**config.mk**
```make
export PLATFORM = sky130hd
export DESIGN_NAME = pipe_stage_skid_reg_flat
export DESIGN_NICKNAME = d
export VERILOG_FILES = /design/src/rtl/pipe_stage_skid_reg_pkg.sv /design/src/rtl/pipe_stage_skid_reg_if.sv /design/src/rtl/pipe_stage_skid_reg_entry.sv /design/src/rtl/pipe_stage_skid_reg.sv /design/src/flat_wrapper.sv
export SDC_FILE = /design/constraint.sdc
export NUM_CORES = 1
export LEC_CHECK = 0
export BUFFER_PORTS_ARGS = -buffer_cell sky130_fd_sc_hd__buf_2
export CAP_MARGIN = 30
export CORE_ASPECT_RATIO = 0.75
export CORE_MARGIN = 2
export CORE_UTILIZATION = 45
export CTS_CLUSTER_SIZE = 14
export DETAILED_ROUTE_END_ITERATION = 7
export PLACE_DENSITY = 0.73
export RECOVER_POWER = 50
export REMOVE_ABC_BUFFERS = 1
export SETUP_SLACK_MARGIN = 0.02
export SLEW_MARGIN = 25
export SYNTH_ARGS = -nofsm -noshare
export SYNTH_HDL_FRONTEND = slang
export SYNTH_SLANG_ARGS = --single-unit
```
**constraint.sdc**
```tcl
create_clock -name clk -period 4.45 [get_ports clk]
set_input_delay 0.89 -clock clk [delete_from_list [all_inputs] [get_ports clk]]
set_output_delay 0.89 -clock clk [all_outputs]
set_load 0.01 [all_outputs]
```
**src/rtl/pipe_stage_skid_reg_pkg.sv**
```systemverilog
// ---------------------------------------------------------------------------
// pipe_stage_skid_reg_pkg
// Shared definitions for the handshaked pipeline stage register.
//   DEF_PC_W / DEF_INSTR_W : default field widths of the stage payload
//   DEF_NOP_INSTR          : bubble instruction loaded on reset/flush
//   stage_payload_t        : {pc, instr} payload at default widths
//   occ_state_t            : occupancy of the 2-entry stage (EMPTY/ONE/TWO)
// ---------------------------------------------------------------------------
package pipe_stage_skid_reg_pkg;

    localparam int          DEF_PC_W      = 32;
    localparam int          DEF_INSTR_W   = 32;
    localparam logic [31:0] DEF_NOP_INSTR = 32'h0000_0000;

    typedef struct packed {
        logic [DEF_PC_W-1:0]    pc;
        logic [DEF_INSTR_W-1:0] instr;
    } stage_payload_t;

    typedef enum logic [1:0] {
        OCC_EMPTY = 2'd0,
        OCC_ONE   = 2'd1,
        OCC_TWO   = 2'd2
    } occ_state_t;

endpackage

```
**src/rtl/pipe_stage_skid_reg_if.sv**
```systemverilog
// ---------------------------------------------------------------------------
// pipe_stage_skid_reg_if
// Handshake bundle around one pipeline stage register.
//   in_valid/in_ready/in_pc/in_instr     : upstream side (into the stage)
//   out_valid/out_ready/out_pc/out_instr : downstream side (out of the stage)
// Modports:
//   slave  : the stage register itself
//   master : the surrounding environment (upstream producer + downstream consumer)
// ---------------------------------------------------------------------------
interface pipe_stage_skid_reg_if #(
    parameter int PC_W    = 32,
    parameter int INSTR_W = 32
);
    logic               in_valid;
    logic               in_ready;
    logic [PC_W-1:0]    in_pc;
    logic [INSTR_W-1:0] in_instr;
    logic               out_valid;
    logic               out_ready;
    logic [PC_W-1:0]    out_pc;
    logic [INSTR_W-1:0] out_instr;

    modport slave (
        input  in_valid, in_pc, in_instr, out_ready,
        output in_ready, out_valid, out_pc, out_instr
    );

    modport master (
        output in_valid, in_pc, in_instr, out_ready,
        input  in_ready, out_valid, out_pc, out_instr
    );
endinterface

```
**src/rtl/pipe_stage_skid_reg_entry.sv**
```systemverilog
// ---------------------------------------------------------------------------
// pipe_skid_entry
// One payload register with a valid bit, used for both the main and the
// skid slot of the stage.
//   clk        : clock
//   rst        : synchronous reset, active-low
//   i_clear    : drop contents -> valid=0, data=CLEAR_VAL (bubble)
//   i_load     : capture i_data this cycle
//   i_valid_d  : next value of the valid bit (ignored on clear)
//   i_data     : payload to capture
//   o_valid    : registered valid
//   o_data     : registered payload
// ---------------------------------------------------------------------------
module pipe_skid_entry
    import pipe_stage_skid_reg_pkg::*;
#(
    parameter int           W         = DEF_PC_W + DEF_INSTR_W,
    parameter logic [W-1:0] CLEAR_VAL = '0
) (
    input  logic         clk,
    input  logic         rst,
    input  logic         i_clear,
    input  logic         i_load,
    input  logic         i_valid_d,
    input  logic [W-1:0] i_data,
    output logic         o_valid,
    output logic [W-1:0] o_data
);

    logic         r_valid;
    logic [W-1:0] r_data;

    always_ff @(posedge clk) begin
        if (!rst) begin
            r_valid <= 1'b0;
            r_data  <= CLEAR_VAL;
        end else if (i_clear) begin
            r_valid <= 1'b0;
            r_data  <= CLEAR_VAL;
        end else begin
            r_valid <= i_valid_d;
            if (i_load) begin
                r_data <= i_data;
            end
        end
    end

    assign o_valid = r_valid;
    assign o_data  = r_data;

endmodule

```
**src/rtl/pipe_stage_skid_reg.sv**
```systemverilog
// ---------------------------------------------------------------------------
// pipe_stage_skid_reg
// Pipeline stage register carrying {PC, instruction} with a valid/ready
// handshake. A main + skid entry pair sustains one transfer per cycle while
// in_ready stays a registered signal (it only depends on the skid entry
// being empty, gated by freeze/flush).
//
// Ports:
//   clk        : clock, all logic on posedge
//   rst        : synchronous reset, active-low
//   freeze     : stall, no handshake completes, state/data hold
//   flush      : drop both entries, output data returns to the bubble
//   bus        : handshake bundle (slave modport), see pipe_stage_skid_reg_if
//   stall_cnt  : stall cycle counter   (PIPE_STAGE_PERF_EN only)
//   flush_cnt  : flush cycle counter   (PIPE_STAGE_PERF_EN only)
//
// Build option:
//   PIPE_STAGE_PERF_EN : adds saturating stall_cnt / flush_cnt counters.
//
// Priority: rst > flush > freeze > handshake.
// ---------------------------------------------------------------------------
module pipe_stage_skid_reg
    import pipe_stage_skid_reg_pkg::*;
#(
    parameter int                 PC_W      = DEF_PC_W,
    parameter int                 INSTR_W   = DEF_INSTR_W,
    parameter logic [INSTR_W-1:0] NOP_INSTR = INSTR_W'(DEF_NOP_INSTR),
    parameter int                 CNT_W     = 16
) (
    input  logic                  clk,
    input  logic                  rst,
    input  logic                  freeze,
    input  logic                  flush,
`ifdef PIPE_STAGE_PERF_EN
    pipe_stage_skid_reg_if.slave  bus,
    output logic [CNT_W-1:0]      stall_cnt,
    output logic [CNT_W-1:0]      flush_cnt
`else
    pipe_stage_skid_reg_if.slave  bus
`endif
);

    localparam int                 PAY_W  = PC_W + INSTR_W;
    localparam logic [PAY_W-1:0]   BUBBLE = {{PC_W{1'b0}}, NOP_INSTR};

    occ_state_t       r_state;
    occ_state_t       w_state_next;
    logic             r_rst_done;

    logic             w_accept;
    logic             w_emit;
    logic             w_clear;
    logic             w_main_load;
    logic             w_main_from_skid;
    logic             w_skid_load;

    logic             w_main_v;
    logic             w_skid_v;
    logic [PAY_W-1:0] w_main_data;
    logic [PAY_W-1:0] w_skid_data;
    logic [PAY_W-1:0] w_in_data;
    logic [PAY_W-1:0] w_main_d;

    // ---------------------------------------------------------------------
    // Handshake. in_ready comes straight from registers (skid valid and the
    // out-of-reset flag) plus the freeze/flush controls, so no combinational
    // path runs from out_ready back to in_ready.
    // ---------------------------------------------------------------------
    assign bus.in_ready  = r_rst_done & ~w_skid_v & ~freeze & ~flush;
    assign bus.out_valid = w_main_v & ~freeze;
    assign bus.out_pc    = w_main_data[PAY_W-1:INSTR_W];
    assign bus.out_instr = w_main_data[INSTR_W-1:0];

    assign w_accept  = bus.in_valid & bus.in_ready;
    assign w_emit    = bus.out_valid & bus.out_ready;
    assign w_in_data = {bus.in_pc, bus.in_instr};

    // Keeps in_ready low for the whole reset cycle.
    always_ff @(posedge clk) begin
        if (!rst) begin
            r_rst_done <= 1'b0;
        end else begin
            r_rst_done <= 1'b1;
        end
    end

    // ---------------------------------------------------------------------
    // Occupancy FSM
    // ---------------------------------------------------------------------
    always_ff @(posedge clk) begin
        if (!rst) begin
            r_state <= OCC_EMPTY;
        end else begin
            r_state <= w_state_next;
        end
    end

    always_comb begin
        w_state_next     = r_state;
        w_clear          = 1'b0;
        w_main_load      = 1'b0;
        w_main_from_skid = 1'b0;
        w_skid_load      = 1'b0;

        if (flush) begin
            w_clear      = 1'b1;
            w_state_next = OCC_EMPTY;
        end else begin
            // freeze needs no branch: it already forces accept/emit low.
            unique case (r_state)
                OCC_EMPTY: begin
                    if (w_accept) begin
                        w_main_load  = 1'b1;
                        w_state_next = OCC_ONE;
                    end
                end
                OCC_ONE: begin
                    if (w_accept && w_emit) begin
                        w_main_load  = 1'b1;
                    end else if (w_emit) begin
                        w_state_next = OCC_EMPTY;
                    end else if (w_accept) begin
                        // Main is stalled: park the new item in the skid slot.
                        w_skid_load  = 1'b1;
                        w_state_next = OCC_TWO;
                    end
                end
                OCC_TWO: begin
                    // in_ready is low here, so only the drain can happen.
                    if (w_emit) begin
                        w_main_from_skid = 1'b1;
                        w_state_next     = OCC_ONE;
                    end
                end
                default: begin
                    w_state_next = OCC_EMPTY;
                end
            endcase
        end
    end

    assign w_main_d = w_main_from_skid ? w_skid_data : w_in_data;

    // ---------------------------------------------------------------------
    // Storage entries
    // ---------------------------------------------------------------------
    pipe_skid_entry #(
        .W         (PAY_W),
        .CLEAR_VAL (BUBBLE)
    ) u_main (
        .clk       (clk),
        .rst       (rst),
        .i_clear   (w_clear),
        .i_load    (w_main_load | w_main_from_skid),
        .i_valid_d (w_state_next != OCC_EMPTY),
        .i_data    (w_main_d),
        .o_valid   (w_main_v),
        .o_data    (w_main_data)
    );

    pipe_skid_entry #(
        .W         (PAY_W),
        .CLEAR_VAL (BUBBLE)
    ) u_skid (
        .clk       (clk),
        .rst       (rst),
        .i_clear   (w_clear),
        .i_load    (w_skid_load),
        .i_valid_d (w_state_next == OCC_TWO),
        .i_data    (w_in_data),
        .o_valid   (w_skid_v),
        .o_data    (w_skid_data)
    );

`ifdef PIPE_STAGE_PERF_EN
    // ---------------------------------------------------------------------
    // Saturating performance counters: [0] stall cycles, [1] flush cycles.
    // A stall is either an explicit freeze or a held output nobody takes.
    // ---------------------------------------------------------------------
    logic [1:0]       w_cnt_inc;
    logic [CNT_W-1:0] r_cnt [2];

    assign w_cnt_inc[0] = (w_main_v & ~bus.out_ready) | freeze;
    assign w_cnt_inc[1] = flush;

    genvar gi;
    generate
        for (gi = 0; gi < 2; gi++) begin : g_perf_cnt
            always_ff @(posedge clk) begin
                if (!rst) begin
                    r_cnt[gi] <= '0;
                end else if (w_cnt_inc[gi] && (r_cnt[gi] != {CNT_W{1'b1}})) begin
                    r_cnt[gi] <= r_cnt[gi] + 1'b1;
                end
            end
        end
    endgenerate

    assign stall_cnt = r_cnt[0];
    assign flush_cnt = r_cnt[1];
`endif

endmodule

```
**src/flat_wrapper.sv**
```systemverilog
// flat-port wrapper written by rule: the top's interface ports become plain ports
module pipe_stage_skid_reg_flat import pipe_stage_skid_reg_pkg::*;
#(
    parameter int                 PC_W      = DEF_PC_W,
    parameter int                 INSTR_W   = DEF_INSTR_W,
    parameter logic [INSTR_W-1:0] NOP_INSTR = INSTR_W'(DEF_NOP_INSTR),
    parameter int                 CNT_W     = 16
)
  (clk, rst, freeze, flush, bus_in_valid, bus_in_pc, bus_in_instr, bus_out_ready, bus_in_ready, bus_out_valid, bus_out_pc, bus_out_instr);
  pipe_stage_skid_reg_if #(.PC_W(PC_W), .INSTR_W(INSTR_W)) bus_i ();
  input  logic clk;
  input  logic rst;
  input  logic freeze;
  input  logic flush;
  input wire logic [$bits(bus_i.in_valid)-1:0] bus_in_valid;
  input wire logic [$bits(bus_i.in_pc)-1:0] bus_in_pc;
  input wire logic [$bits(bus_i.in_instr)-1:0] bus_in_instr;
  input wire logic [$bits(bus_i.out_ready)-1:0] bus_out_ready;
  output wire logic [$bits(bus_i.in_ready)-1:0] bus_in_ready;
  output wire logic [$bits(bus_i.out_valid)-1:0] bus_out_valid;
  output wire logic [$bits(bus_i.out_pc)-1:0] bus_out_pc;
  output wire logic [$bits(bus_i.out_instr)-1:0] bus_out_instr;
  assign bus_i.in_valid = bus_in_valid;
  assign bus_i.in_pc = bus_in_pc;
  assign bus_i.in_instr = bus_in_instr;
  assign bus_i.out_ready = bus_out_ready;
  assign bus_in_ready = bus_i.in_ready;
  assign bus_out_valid = bus_i.out_valid;
  assign bus_out_pc = bus_i.out_pc;
  assign bus_out_instr = bus_i.out_instr;
  pipe_stage_skid_reg #(.PC_W(PC_W), .INSTR_W(INSTR_W), .NOP_INSTR(NOP_INSTR), .CNT_W(CNT_W)) u_core (.clk(clk), .rst(rst), .freeze(freeze), .flush(flush), .bus(bus_i));
endmodule
```
==> flow_metrics.py <==
metrics = {
    "routing": {
        "vias_per_cell": 5.61,
        "routed_wl_mm": 12.8,
        "antenna_left": 0,
        "vias": 4451,
        "drt-initial-drc-count": 400,
        "routedWlPerCell_um": 16.1,
        "drcViolationCount": 0,
        "first_pass_iters": 5,
    },
    "power_and_ir_drop": {
        "cellLeakagePower_nw": 2.28,
        "swShare_pct": 20.5,
        "p_comb_share_pct": 4.7,
        "vdd_drop_max_v": 0.000281,
        "seq_power_share_pct": 42.9,
        "power.density_nw_per_um2": 442,
        "internal_power_mw": 2.23,
        "switchingPower_uw": 575,
        "power.total_mw": 2.81,
        "clkPwrFrac_pct": 52.4,
    },
    "critical_path": {
        "worstSetupStartpointType": "input port",
        "cpMaxStageDelayCell": "or4_1",
        "cp.required_ps": 4700,
        "critical_path.startpoint": "flush",
        "crit_arrival_ps": 3530,
        "path_max_fanout": 64,
        "crit_type": "input port to flop",
        "critPathBufInv": 1,
        "crit_path_end_kind": "flop",
        "worstReg2RegStart": "u_core.u_skid.o_valid",
        "critPathMaxStageDelay_ps": 1420,
        "path_cells": "clkbuf_1, or4b_1, or4_1, nand2_1, a21oi_1",
        "cp_top_family": "simple AND/OR/NAND/NOR gates",
    },
    "synthesis": {
        "ys_seq_elements": 133,
        "synthCells": 530,
        "avgSynthCellArea_um2": 9.75,
        "synth_area_um2": 5160,
        "synth_cell_types": 26,
        "yosysSeqAreaShare_pct": 51.6,
        "ys_warn_count": 0,
    },
    "outcome": {
        "violations": "max-capacitance violations, max-slew violations",
        "status": "complete, but fails checks",
    },
    "clocking": {
        "cts_hold_buf": 0,
        "clockBufferDepth": 2,
        "clk_pin_slew_worst_paths_ps": 50,
        "ctsHtreeMaxLevel": 4,
        "cts-root-buf": "clkbuf_16",
        "ctsResizeCount": 0,
        "cts_num_sinks": 133,
        "cts_tree": "done",
        "post_cts_buffers": 0,
        "clk_latency_ps": 410,
        "cts_buffers": 17,
    },
    "job": {
        "maxCapViolations": 1,
    },
    "cells_and_area": {
        "fin_area_um2": 6350,
        "synthToLayoutAreaGrowth_pct": 23.0,
        "fillers": 1027,
        "diodes": 0,
        "fin_nets": 712,
        "drive_gt1_share_pct": 27.4,
    },
    "grt": {
        "grt.total_usage_pct": 20.8,
        "grt_antenna_before_repair": 1,
        "grt_max_degree": 68,
        "grt_pass1_wl_mm": 20.9,
        "grt_pass1_vias": 4217,
        "grt_overflow_total": 0,
    },
    "die": {
        "num_io_pins": 136,
        "rows": 33,
        "die_area_um2": 12400,
        "die_h_um": 96.8,
        "coreArea_um2": 11100,
        "start_util_pct": 46.7,
        "chipWidth_um": 128,
    },
    "sta": {
        "clock.fmax_mhz": 305,
        "setup_slack_ps": 1170,
        "period_minus_slack_ps": 3280,
        "rsz0062_at_grt": "no",
        "skew_ps": 10.8,
        "worst_slew_pin_slew_ps": 2140,
        "slew_violations": 65,
        "hold_viol": 0,
        "setup_viol": 0,
        "period_share_pct": 73.8,
        "setup-tns-final_ps": 0,
        "relSlewSlack_pct": -42.7,
    },
    "worst_hold_path": {
        "hp-start": "u_core.u_skid.o_data[47]",
        "hold_path_class": "flop to flop",
    },
    "placed_design": {
        "dp_hpwl_mm": 7.72,
        "dp_slack_ps": 1050,
        "port_buffers": 135,
        "gp_congestion": 0.799,
        "dpl-instance-area_um2": 5790,
    },
}
==> kinds of logic after synthesis <==
kind of cell / share of synthesized area (%)
simple gates: 11.7
mux: 0.218
flops: 51.6
buf+inv: 5.72
compound gates: 30.9
==> cell type report <==
class                      instances  area [µm²]  area share (%)
clock buffer                      22         474            7.47
multi-input combinational        346        2220            35.0
inverter                           3        11.3           0.177
clock inverter                     9         150            2.36
sequential                       133        2660            41.9
timing repair buffer             141         657            10.3
tap                              140         175            2.76
==> Yosys cell counts (all sizes together) <==
cell	n	area, µm²
o31ai	1	7.51
o221a	64	721
o32ai	1	8.76
dfxtp	133	2660
or4	1	7.51
o211ai	1	7.51
nand2	132	495
a21oi	66	353
o21a	65	488
inv	3	11.3
nor2	2	7.51
mux2	1	11.3
nor4	1	21.3
buf	21	183
nand3b	1	7.51
a22o	1	8.76
nor2b	2	12.5
or4b	1	10.0
and3b	1	8.76
nand2b	2	12.5
nor3	2	10.0
clkbuf	27	101
and2b	1	8.76
==> power groups by stage <==
| stage | Sequential, mW | Clock, mW | Combinational (mW) |
|---|---|---|---|
| detailed placement | 1.23 | 0 | 0.130 |
| floorplan | 1.23 | 0 | 0.0567 |
| global placement | 1.23 | 0 | 0.129 |
| CTS | 1.21 | 1.50 | 0.131 |
| finish | 1.21 | 1.47 | 0.132 |
| global route | 1.21 | 1.55 | 0.143 |
==> layout by cell type, fill, tap and decap left out, types with 2 or more instances in the layout <==
cell type and count:
nand2_1 130, dfxtp_1 133, nor3_1 2, buf_2 68, inv_1 3, buf_4 5, clkbuf_8 3, a21oi_1 60
o221a_2 64, a21oi_2 6, o21a_1 65, nor2b_1 2, clkbuf_1 69, nor2_1 2, clkinvlp_4 2, clkinv_2 3
clkbuf_16 17, bufinv_16 4
==> registers in the layout (all words and copies together), names as in the netlist <==
| register | cells |
|---|---|
| u_core.r_rst_done | 1 |
| u_core.r_state | 2 |
| u_core.u_skid.o_valid | 1 |
| u_core.u_main.o_valid | 1 |
| u_core.u_skid.o_data | 64 |
| u_core.u_main.o_data | 64 |
==> layer usage <==
metal	GRT usage, %	vias up	share of wire (%)
li1	-	2133	-
met2	30.6	154	44
met4	6.93	2	1.0
met5	0	-	0.10
met1	29.6	2145	49
met3	5.37	17	6.8
==> metrics by stage <==
stage	cells	util, %	hold slack [ps]
CTS	793	57.9	457
global route	794	57.4	475
global placement	762	52.2	442
detailed placement	762	52.3	449
finish	794	57.4	455
floorplan	482	-	437
==> final timing paths <==
check / slack [ps] / endpoint / cells past startpoint
max: 1170 / u_core.u_skid.o_data[27] / 5
min: 450 / u_core.u_skid.o_data[47] / 2
max reg2reg: 1480 / u_core.u_skid.o_data[27] / 4
min reg2reg: 450 / u_core.u_skid.o_data[47] / 2
==> worst reg2reg max path: stages, from the launching register on <==
cell     delay (ps)
dfxtp_1         300
or4b_1          620
or4_1          1420
nand2_1         350
a21oi_1         110
Note: power is estimated with default switching activity, not from simulation.
